## src/rtl/uart_rx_ctrl.sv

```systemverilog
// Receive-side controller: synchronizes the receiver's done flag, queues each frame in a
// first-word-fall-through FIFO and applies baud/parity changes only while no frame is active.
module uart_rx_ctrl #(
  parameter int DEPTH     = 8,
  parameter int ERR_CNT_W = 8,
  parameter bit DROP_ERR  = 1'b0
) (
  input  logic                         clock,
  input  logic                         reset,
  input  logic                         cfg_wr,
  input  logic [1:0]                   cfg_baud,
  input  logic [1:0]                   cfg_parity,
  output logic                         cfg_busy,
  output logic [1:0]                   baud_rate,
  output logic [1:0]                   parity_type,
  input  logic                         rx_done,
  input  logic [7:0]                   rx_data,
  input  logic [2:0]                   rx_error,
  output logic                         m_valid,
  input  logic                         m_ready,
  output logic [7:0]                   m_data,
  output logic [2:0]                   m_error,
  output logic [$clog2(DEPTH+1)-1:0]   fifo_count,
  output logic                         overflow,
  output logic [ERR_CNT_W-1:0]         err_count,
  input  logic                         clr_status
);

  localparam int PTR_W = $clog2(DEPTH);
  localparam int CNT_W = $clog2(DEPTH+1);

  typedef enum logic [1:0] {
    ST_IDLE,
    ST_FRAME,
    ST_CFG
  } state_t;

  state_t               state_q, state_d;
  logic                 s1_q, s2_q, s3_q;
  logic [1:0]           baud_q, baud_d;
  logic [1:0]           parity_q, parity_d;
  logic [1:0]           pend_baud_q, pend_baud_d;
  logic [1:0]           pend_parity_q, pend_parity_d;
  logic                 busy_q, busy_d;
  logic [PTR_W-1:0]     wr_ptr_q, wr_ptr_d;
  logic [PTR_W-1:0]     rd_ptr_q, rd_ptr_d;
  logic [CNT_W-1:0]     count_q, count_d;
  logic                 overflow_q, overflow_d;
  logic [ERR_CNT_W-1:0] err_count_q, err_count_d;
  logic [10:0]          mem_q [DEPTH];

  logic        frame_edge;
  logic        frame_err;
  logic        want_push;
  logic        full;
  logic        do_pop;
  logic        push_en;
  logic        ovf_event;
  logic [10:0] head;

  assign frame_edge = s2_q & ~s3_q;
  assign frame_err  = |rx_error;
  assign full       = (count_q == CNT_W'(DEPTH));
  assign do_pop     = m_valid & m_ready;
  assign want_push  = frame_edge & ~(DROP_ERR & frame_err);
  assign push_en    = want_push & (~full | do_pop);
  assign ovf_event  = want_push & full & ~do_pop;
  assign head       = mem_q[rd_ptr_q];

  always_comb begin
    state_d       = state_q;
    baud_d        = baud_q;
    parity_d      = parity_q;
    pend_baud_d   = pend_baud_q;
    pend_parity_d = pend_parity_q;
    busy_d        = busy_q;

    if (cfg_wr) begin
      pend_baud_d   = cfg_baud;
      pend_parity_d = cfg_parity;
      busy_d        = 1'b1;
    end

    case (state_q)
      ST_IDLE: begin
        if (frame_edge) begin
          state_d = ST_FRAME;
        end else if (busy_q) begin
          state_d = ST_CFG;
        end
      end
      ST_FRAME: begin
        if (!s2_q) begin
          state_d = ST_IDLE;
        end
      end
      ST_CFG: begin
        // A write landing in this very cycle stays pending for the next CFG visit.
        baud_d   = pend_baud_q;
        parity_d = pend_parity_q;
        if (!cfg_wr) begin
          busy_d = 1'b0;
        end
        state_d = frame_edge ? ST_FRAME : ST_IDLE;
      end
      default: state_d = ST_IDLE;
    endcase
  end

  always_comb begin
    wr_ptr_d    = wr_ptr_q;
    rd_ptr_d    = rd_ptr_q;
    count_d     = count_q + CNT_W'(push_en) - CNT_W'(do_pop);
    overflow_d  = overflow_q;
    err_count_d = err_count_q;

    if (push_en) begin
      wr_ptr_d = wr_ptr_q + PTR_W'(1);
    end
    if (do_pop) begin
      rd_ptr_d = rd_ptr_q + PTR_W'(1);
    end

    if (ovf_event) begin
      overflow_d = 1'b1;
    end else if (clr_status) begin
      overflow_d = 1'b0;
    end

    if (clr_status) begin
      err_count_d = frame_edge && frame_err ? ERR_CNT_W'(1) : '0;
    end else if (frame_edge && frame_err && !(&err_count_q)) begin
      err_count_d = err_count_q + ERR_CNT_W'(1);
    end
  end

  // Sync flops reset high so a done flag already asserted at release is not seen as a new frame.
  always_ff @(posedge clock) begin
    if (reset) begin
      state_q       <= ST_IDLE;
      s1_q          <= 1'b1;
      s2_q          <= 1'b1;
      s3_q          <= 1'b1;
      baud_q        <= 2'b10;
      parity_q      <= 2'b10;
      pend_baud_q   <= 2'b10;
      pend_parity_q <= 2'b10;
      busy_q        <= 1'b0;
      wr_ptr_q      <= '0;
      rd_ptr_q      <= '0;
      count_q       <= '0;
      overflow_q    <= 1'b0;
      err_count_q   <= '0;
    end else begin
      state_q       <= state_d;
      s1_q          <= rx_done;
      s2_q          <= s1_q;
      s3_q          <= s2_q;
      baud_q        <= baud_d;
      parity_q      <= parity_d;
      pend_baud_q   <= pend_baud_d;
      pend_parity_q <= pend_parity_d;
      busy_q        <= busy_d;
      wr_ptr_q      <= wr_ptr_d;
      rd_ptr_q      <= rd_ptr_d;
      count_q       <= count_d;
      overflow_q    <= overflow_d;
      err_count_q   <= err_count_d;
    end
  end

  always_ff @(posedge clock) begin
    if (push_en) begin
      mem_q[wr_ptr_q] <= {rx_error, rx_data};
    end
  end

  assign cfg_busy    = busy_q;
  assign baud_rate   = baud_q;
  assign parity_type = parity_q;
  assign m_valid     = (count_q != '0);
  assign m_data      = m_valid ? head[7:0] : 8'h00;
  assign m_error     = m_valid ? head[10:8] : 3'b000;
  assign fifo_count  = count_q;
  assign overflow    = overflow_q;
  assign err_count   = err_count_q;

endmodule
```

## config.mk

```make
export PLATFORM = sky130hd
export DESIGN_NAME = uart_rx_ctrl
export DESIGN_NICKNAME = d
export VERILOG_FILES = /design/src/rtl/uart_rx_ctrl.sv
export SDC_FILE = /design/constraint.sdc
export NUM_CORES = 1
export LEC_CHECK = 0
export CAP_MARGIN = 40
export CORE_AREA = 2 2 115 117
export CTS_BUF_LIST = sky130_fd_sc_hd__clkbuf_4
export CTS_CLUSTER_SIZE = 16
export DETAILED_ROUTE_END_ITERATION = 6
export DIE_AREA = 0 0 117 119
export PLACE_DENSITY = 0.59
export SYNTH_ARGS = -nofsm -noshare
export SYNTH_HDL_FRONTEND = slang
export SYNTH_SLANG_ARGS = --single-unit
```

## constraint.sdc

```tcl
create_clock -name clock -period 4.8 [get_ports clock]
set_input_delay 0.48 -clock clock [delete_from_list [all_inputs] [get_ports clock]]
set_output_delay 0.48 -clock clock [all_outputs]
set_load 0.005 [all_outputs]
```

---- Yosys cells after proc, flatten, opt, wreduce, memory -nomap -nowiden ----
Memories as Yosys holds them, arrays and structs flattened. A register that Yosys moved wholly into a read port is not among the register bits.
Cells that the tools add are included.
Widths: inputs -> output; s select.
operators by class
  $add $sub $neg .......................... 5
  multiply operators ...................... 0
  divide/modulo/power cells ............... 0
  magnitude comparators ................... 0
  equality and inequality tests ........... 5
  shift operators ......................... 0
  multiplexer cells ....................... 19
  bitwise gates (word level) .............. 9
  reductions and logical operators ........ 10
operators with widths
  cell                 count
  $mux 8               3
  $mux 1               9
  $mux 3               3
  $add 8x1->8 const B  1
  $reduce_and 8->1     1
  $add 3x1->3 const B  2
  $mux 2               3
  $pmux 2 s3           1
  $and 1x1->1          5
  $add 4x1->4          1
  $eq 4x4->1 const B   1
  $reduce_bool 2->1    2
  $reduce_bool 4->1    1
  $sub 4x1->4          1
  $ne 3x3->1 const B   1
  $not 1->1            3
  $reduce_or 3->1      1
  $eq 2x1->1 const B   1
  $eq 2x2->1 const B   1
  $logic_and 1x1->1    2
  $logic_not 2->1      1
  $ne 2x2->1 const B   1
  $reduce_and 2->1     1
  $logic_not 1->1      1
  $or 1x1->1           1
word-level totals
  bits in registers ....................... 33
  bits in latches ......................... 0
  bits in writable memories ............... 88
  memory bits (read-only) ................. 0
  memories kept ........................... 1
memories
  memory  depth  width  rd ports  clocked after Yosys merged registers in  write ports  line  source
  mem_q   8      11     1         1                                        1            50    logic [10:0] mem_q [DEPTH];

---- Logic depth before layout (Yosys ltp) ----
Gate-level depths: netlist of the first run.
  word-level depth ........................ 6
  gate-level depth with buffers ........... 12

---- Worst setup path after synthesis of the first run ----
OpenSTA, ideal clock, no wires.
  path kind ............................... register to register
  start ................................... register count_q[2] (netlist: fifo_count[2])
  end ..................................... memory mem_q[2][0] (enable)
  library setup time ...................... 0.412 ns
  data arrival time ....................... 2.226 ns
  required time ........................... 4.388 ns
  slack ................................... 2.161 ns
  stages on the path, launching flop included .. 7
  path buffers ............................ 0
  period minus slack after synthesis ...... 2.639 ns
  cells stage by stage .................... dfxtp_1 -> inv_1 -> ha_1 -> nand2b_1 -> nand3_1 -> nand2_1 -> nor4b_1
between the ends
  cells in the longest elaborated chain, start to end .. 6
  elaborated cells between the ends (all ways) .. 8
  classes of those cells .................. eq/ne (1); mux (2); bitwise (4); reduce/logical (1)
ends and longest elaborated chain
  item                                                    line     source
  start: declaration                                      47       logic [CNT_W-1:0] count_q, count_d;
  start signal: assignment                                166      count_q <= count_d;
  $reduce_bool 4->1 / $eq 4x4->1 (equally long branches)  181, 63
  $and 1x1->1 / $not 1->1 (equally long branches)         64, 66
  $or 1x1->1 *                                            66       assign push_en = want_push & (~full | do_pop);
  $and 1x1->1 *                                           66
  $mux 1 *                                                173      if (push_en) begin
  $mux 1 (implied by the code) *                          174      mem_q[wr_ptr_q] <= {rx_error, rx_data};
  end: declaration                                        50
Mark *: on every way between the ends. The rest lies on a longest branch, timed or not.

==> flow_summary.yaml, run 1 <==
status:
  status: "finished, final reports clean"
global_route:
  grt_pass1_wl_um: 15400
  grt_max_degree: 23
  grt.total_usage_pct: 15.0
  grt_pass1_vias: 2969
  antenna_found_initial: 0
  gr-total-overflow: 0
power:
  power_mw: 2.62
  p_sw_share_pct: 26.3
  clkPwrFrac_pct: 27.4
  ir_drop_mv: 0.243
  pwr-share-comb_pct: 26.1
  netSwitchingPower_mw: 0.689
  p_leak_nw: 1.98
  p_int_mw: 1.93
  p_per_area_nw_per_um2: 437
  seqPwrFrac_pct: 46.4
layout:
  syn2layout_area_growth_pct: 21.5
  final_area_um2: 6000
  diodes: 0
  fin_util_pct: 46.6
  fillerInstances: 1164
  final_nets: 415
  drive_gt1_share_pct: 18.1
  final_cells: 574
timing:
  hold_viol_final: 0
  worst_pin_slew_ns: 0.798
  fin_crit_ns: 3.02
  setup_viol: 0
  rsz0062_at_grt: "false"
  fmax_mhz: 331
  maxSlewViolCount: 0
  slew_headroom_pct: 46.7
  setup-tns-final_ns: 0
  post-route-period-util_pct: 63.0
  skew_ns: 0.0151
detailed_routing:
  dr.pass1.iters: 4
  drc: 0
  dr.max_layer_used: "met4"
  antenna_left: 0
  drt_iter0_drc: 219
  wl_per_cell_um: 16.4
  wl_met3_um: 567
  drt-total-wl_um: 9420
  vias_per_cell: 4.98
  vias: 2856
  dr_wl_met2_um: 4620
  met1_length_um: 4130
critical_path:
  worst-r2r-cell-count: 9
  worst_setup_path_end_kind: "output port"
  arrival_ns: 2.54
  r2r_setup_slack_ns: 2.18
  startpoint_type: "register"
  worstSetupPathType: "register to output port"
  r2r-start: "fifo_count[1]$_SDFF_PP0_"
  required_ns: 4.32
  worstPathMaxFanout: 22
  r2r-end: "fifo_count[2]$_SDFF_PP0_"
logic_synthesis:
  yosys_warnings: 0
  ys_ff_latch: 124
  synthCells: 319
  syn_area_per_cell_um2: 15.5
  mappedNetlistNets: 349
  seq_area_frac_synth_pct: 68.1
  async_reset_ff_share_pct: 0
  synth_edf_count: 88
  synth_top_area_share_pct: 53.5
  synth.top_cells.by_count: "88 x edfxtp_1, 36 x dfxtp_1, 33 x nor2_1"
  syn-cell-area_um2: 4940
  ys_types: 40
  synth.most_common_cell: "edfxtp_1"
  yosysTopAreaCell: "edfxtp_1"
  synth-main-ff-cell: "edfxtp_1"
  synth_area_leaders: "edfxtp_1 53%, dfxtp_1 15%, mux4_2 10%"
worst_hold_path:
  worstHoldPathCells: 1
  worstHoldStart: "s1_q$_SDFF_PP1_"
  hp-class: "register to register"
  whs_endpoint: "s2_q$_SDFF_PP1_"
clock_network:
  clock_latency_ns: 0.51
  ctsHoldBuffers: 0
  clockRootBuffer: "clkbuf_4"
  cts_tree: "built"
  clk_pin_slew_ns: 0.10
  cts_max_level: 4
  cts_buffer_depth: 2
  cts_setup_buffers: 0
  cts_buffers: 17
  clock_sinks: 124
  cts_resized: 0
place:
  port_buffers: 50
  placed_area_um2: 5720
  placedCellCount: 542
  gp_congestion: 0.771
  dp_hpwl_um: 5920
floorplanning:
  rows: 42
  die_h_um: 119
  die_w_um: 117
  core_um2: 12900
  start_util_pct: 38.4
  dieArea_um2: 13900
  num_io_pins: 51
run:
  maxCapViolCount: 0
==> per-stage QoR <==
step,setup slack (ns),hold WS (ns)
3_5_place_dp,2.17,0.393
4_1_cts,1.68,0.419
5_1_grt,1.55,0.466
3_3_place_gp,2.08,0.392
6_report,1.78,0.418
2_1_floorplan,2.16,0.389
==> worst max-delay path by stage <==
stage / to / depth (start not counted)
2_1_floorplan: mem_q[2][0]$_DFFE_PP_ / 6
3_3_place_gp: m_data[7] / 4
3_5_place_dp: fifo_count[2]$_SDFF_PP0_ / 9
4_1_cts: m_data[7] / 5
5_1_grt: m_data[7] / 5
6_report: m_data[7] / 5
==> cell type report <==
| type | count | area, um^2 | share of cell area [%] |
|---|---|---|---|
| flip-flops and latches | 124 | 3360 | 56.0 |
| multi-input cells | 173 | 1510 | 25.2 |
| repair buffers | 61 | 598 | 9.96 |
| well taps | 176 | 220 | 3.67 |
| clock buffers | 20 | 150 | 2.50 |
| clock inverters | 12 | 129 | 2.15 |
| inverters | 8 | 30.0 | 0.500 |
==> power by group through the flow <==
| stage | clock (mW) | sequential, mW | combinational, mW |
|---|---|---|---|
| 3_5_place_dp | 0 | 1.24 | 0.700 |
| 5_1_grt | 0.791 | 1.23 | 0.769 |
| 3_3_place_gp | 0 | 1.25 | 0.676 |
| 6_report | 0.720 | 1.22 | 0.685 |
| 2_1_floorplan | 0 | 1.23 | 0.416 |
| 4_1_cts | 0.751 | 1.22 | 0.705 |
==> flip-flops by register name (all words and copies together), names as in the netlist, 2 cells and up, named ones only <==
signal and count:
baud_rate 2, err_count 8, rd_ptr_q 3, parity_type 2, fifo_count 4, wr_ptr_q 3, pend_baud_q 2, mem_q 88
state_q 2, pend_parity_q 2
==> critical path, cell delays in order, from the launching register on <==
cell and delay [ns]:
dfxtp_1 0.32, buf_4 0.40, mux4_2 0.57, mux2i_1 0.20
nor2_1 0.07, clkdlybuf4s50_1 0.47
==> per-layer routing <==
layer	vias to the layer above	global-route usage, %
li1	1358	-
met1	1406	19.4
met2	84	23.7
met3	8	5.14
met4	0	4.85
met5	-	0
==> placed cells by master, fill, tap and decap left out, types with 8 or more instances in the layout <==
cell type	synthesis	routed
edfxtp_1	88	88
clkdlybuf4s50_1	0	50
dfxtp_1	36	36
nor2_1	33	33
mux4_2	22	22
clkbuf_4	0	20
mux2i_1	17	17
nand2_1	11	11
a21oi_1	11	11
nand3_1	9	9
buf_4	0	9
inv_1	8	8
ha_1	8	8
==> cell families (layout without fill, tap and decap cells) <==
kind of cell,count (synthesis),count (layout),share of synthesized area (%)
AOI/OAI and AO/OA,26,26,3.57
xor gates and xnor gates,5,5,0.886
adders and majority gates,9,9,2.43
buffers and inverters,22,101,1.72
DFF,124,124,68.1
muxes,40,40,13.7
and+or+nand+nor,93,93,9.65
Power figures use the tool's default switching activity.
==> run 2: changes to the inputs <==
- clock period: 4.8 -> 3.2 ns (I/O delays scaled with it)
==> flow_summary.yaml, run 2 (synthesized netlist as in run 1, its figures left out) <==
clock_network:
  cts_buffers: 17
  clockRootBuffer: "clkbuf_4"
  cts_setup_buffers: 0
  cts_max_level: 4
  cts_buffer_depth: 2
  clock_latency_ns: 0.51
  cts_tree: "built"
  clock_sinks: 124
  cts_resized: 0
  ctsHoldBuffers: 0
  clk_pin_slew_ns: 0.10
timing:
  rsz0062_at_grt: "false"
  fmax_mhz: 358
  setup-tns-final_ns: 0
  maxSlewViolCount: 0
  skew_ns: 0.0126
  worst_pin_slew_ns: 0.834
  setup_viol: 0
  slew_headroom_pct: 44.3
  hold_viol_final: 0
  fin_crit_ns: 2.79
  post-route-period-util_pct: 87.3
detailed_routing:
  drt-total-wl_um: 9380
  drt_iter0_drc: 165
  vias_per_cell: 4.90
  antenna_left: 0
  dr.pass1.iters: 4
  wl_per_cell_um: 16.3
  vias: 2816
  drc: 0
critical_path:
  r2r_setup_slack_ns: 0.89
  required_ns: 2.88
  worst-r2r-cell-count: 12
  crit_path_top_delay_cell: "mux4_2"
  max_stage_delay_ns: 0.55
  r2r-start: "fifo_count[2]$_SDFF_PP0_"
  worstSetupPathType: "register to output port"
  crit_buf_inv: 2
  worstPathMaxFanout: 22
  worst-path-stages: 5
  startpoint_type: "register"
  r2r-end: "fifo_count[2]$_SDFF_PP0_"
  arrival_ns: 2.47
  crit_family: "buffers and inverters"
  endpoint: "m_data[7]"
  worst_setup_path_end_kind: "output port"
  path_cells: "buf_4 > mux4_2 > mux2i_1 > nor2_1 > clkdlybuf4s50_1"
worst_hold_path:
  worstHoldPathCells: 2
  worstHoldStart: "rx_done"
  hp-class: "primary input to register"
floorplanning:
  num_io_pins: 51
  die_w_um: 117
  start_util_pct: 38.4
  rows: 42
  dieArea_um2: 13900
  core_um2: 12900
  die_h_um: 119
layout:
  final_common_cell: "edfxtp_1"
  largest_reg_flops: 88
  mostFrequentLayoutCells: "88 x edfxtp_1, 50 x clkdlybuf4s50_1, 36 x dfxtp_1, 33 x nor2_1, 22 x mux4_2"
  largest-register: "mem_q"
  final_area_um2: 5980
  diodes: 0
  final_nets: 416
  syn2layout_area_growth_pct: 20.9
  drive_gt1_share_pct: 18.3
power:
  p_leak_nw: 1.96
  ir_drop_mv: 0.355
  p_per_area_nw_per_um2: 647
place:
  placed_area_um2: 5720
  dp_hpwl_um: 5770
  gp_congestion: 0.802
  port_buffers: 50
status:
  status: "finished, final reports clean"
run:
  maxCapViolCount: 0
global_route:
  grt_max_degree: 23
  grt.total_usage_pct: 14.6
  antenna_found_initial: 0
  grt_pass1_wl_um: 14800
  gr-total-overflow: 0
  grt_pass1_vias: 2810
[run 2: cell types whose count changed in the layout (fill, tap and decap cells not counted), sizes merged]
cell | before | now
buf | 11 | 12
bufinv | 3 | 2
clkbuf | 20 | 17
clkinv | 9 | 11
clkinvlp | 0 | 2
[run 2: worst min-delay path by stage]
| stage | slack, ns | to |
|---|---|---|
| global placement | 0.40 | s2_q$_SDFF_PP1_ |
| global route | 0.34 | s1_q$_SDFF_PP1_ |
| detailed placement | 0.40 | s2_q$_SDFF_PP1_ |
| CTS | 0.31 | s1_q$_SDFF_PP1_ |
| finish | 0.37 | s1_q$_SDFF_PP1_ |
| floorplan | 0.39 | s2_q$_SDFF_PP1_ |
[run 2: area by class of cell]
cell class / count / area (um^2)
Clock buffer: 17 / 128
Clock inverter: 15 / 131
Fill cell: 1186 / 6900
Inverter: 8 / 30.0
Multi-Input combinational cell: 173 / 1510
Sequential cell: 124 / 3360
Tap cell: 176 / 220
Timing Repair Buffer: 62 / 591
[run 2: power breakdown]
group / switching (mW) / leakage (nW) / total [mW] / internal (mW)
Combinational: 0.467 / 0.737 / 1.05 / 0.586
Sequential: 0.0380 / 1.09 / 1.81 / 1.77
Clock: 0.555 / 0.138 / 1.00 / 0.446
Total: 1.06 / 1.96 / 3.86 / 2.80
[run 2: metrics by stage]
| stage | instances | total power [mW] | utilization (%) | setup slack, ns | hold slack, ns |
|---|---|---|---|---|---|
| 2_1_floorplan | 319 | 2.47 | - | 0.561 | 0.389 |
| 3_3_place_gp | 543 | 2.91 | 44.4 | 0.861 | 0.399 |
| 3_5_place_dp | 543 | 2.92 | 44.4 | 0.805 | 0.396 |
| 4_1_cts | 575 | 3.94 | 46.4 | 0.287 | 0.306 |
| 5_1_grt | 575 | 4.10 | 46.4 | 0.173 | 0.338 |
| 6_report | 575 | 3.86 | 46.4 | 0.408 | 0.372 |
[run 2: layer usage]
metal / routed length (um) / up-vias / GRT usage [%] / share of wire [%]
met1: 4350 / 1373 / 19.3 / 46
met2: 4520 / 75 / 22.2 / 48
met4: 106 / 0 / 5.74 / 1.1
met5: 0 / - / 0 / 0
li1: - / 1357 / - / -
met3: 410 / 11 / 4.78 / 4.4
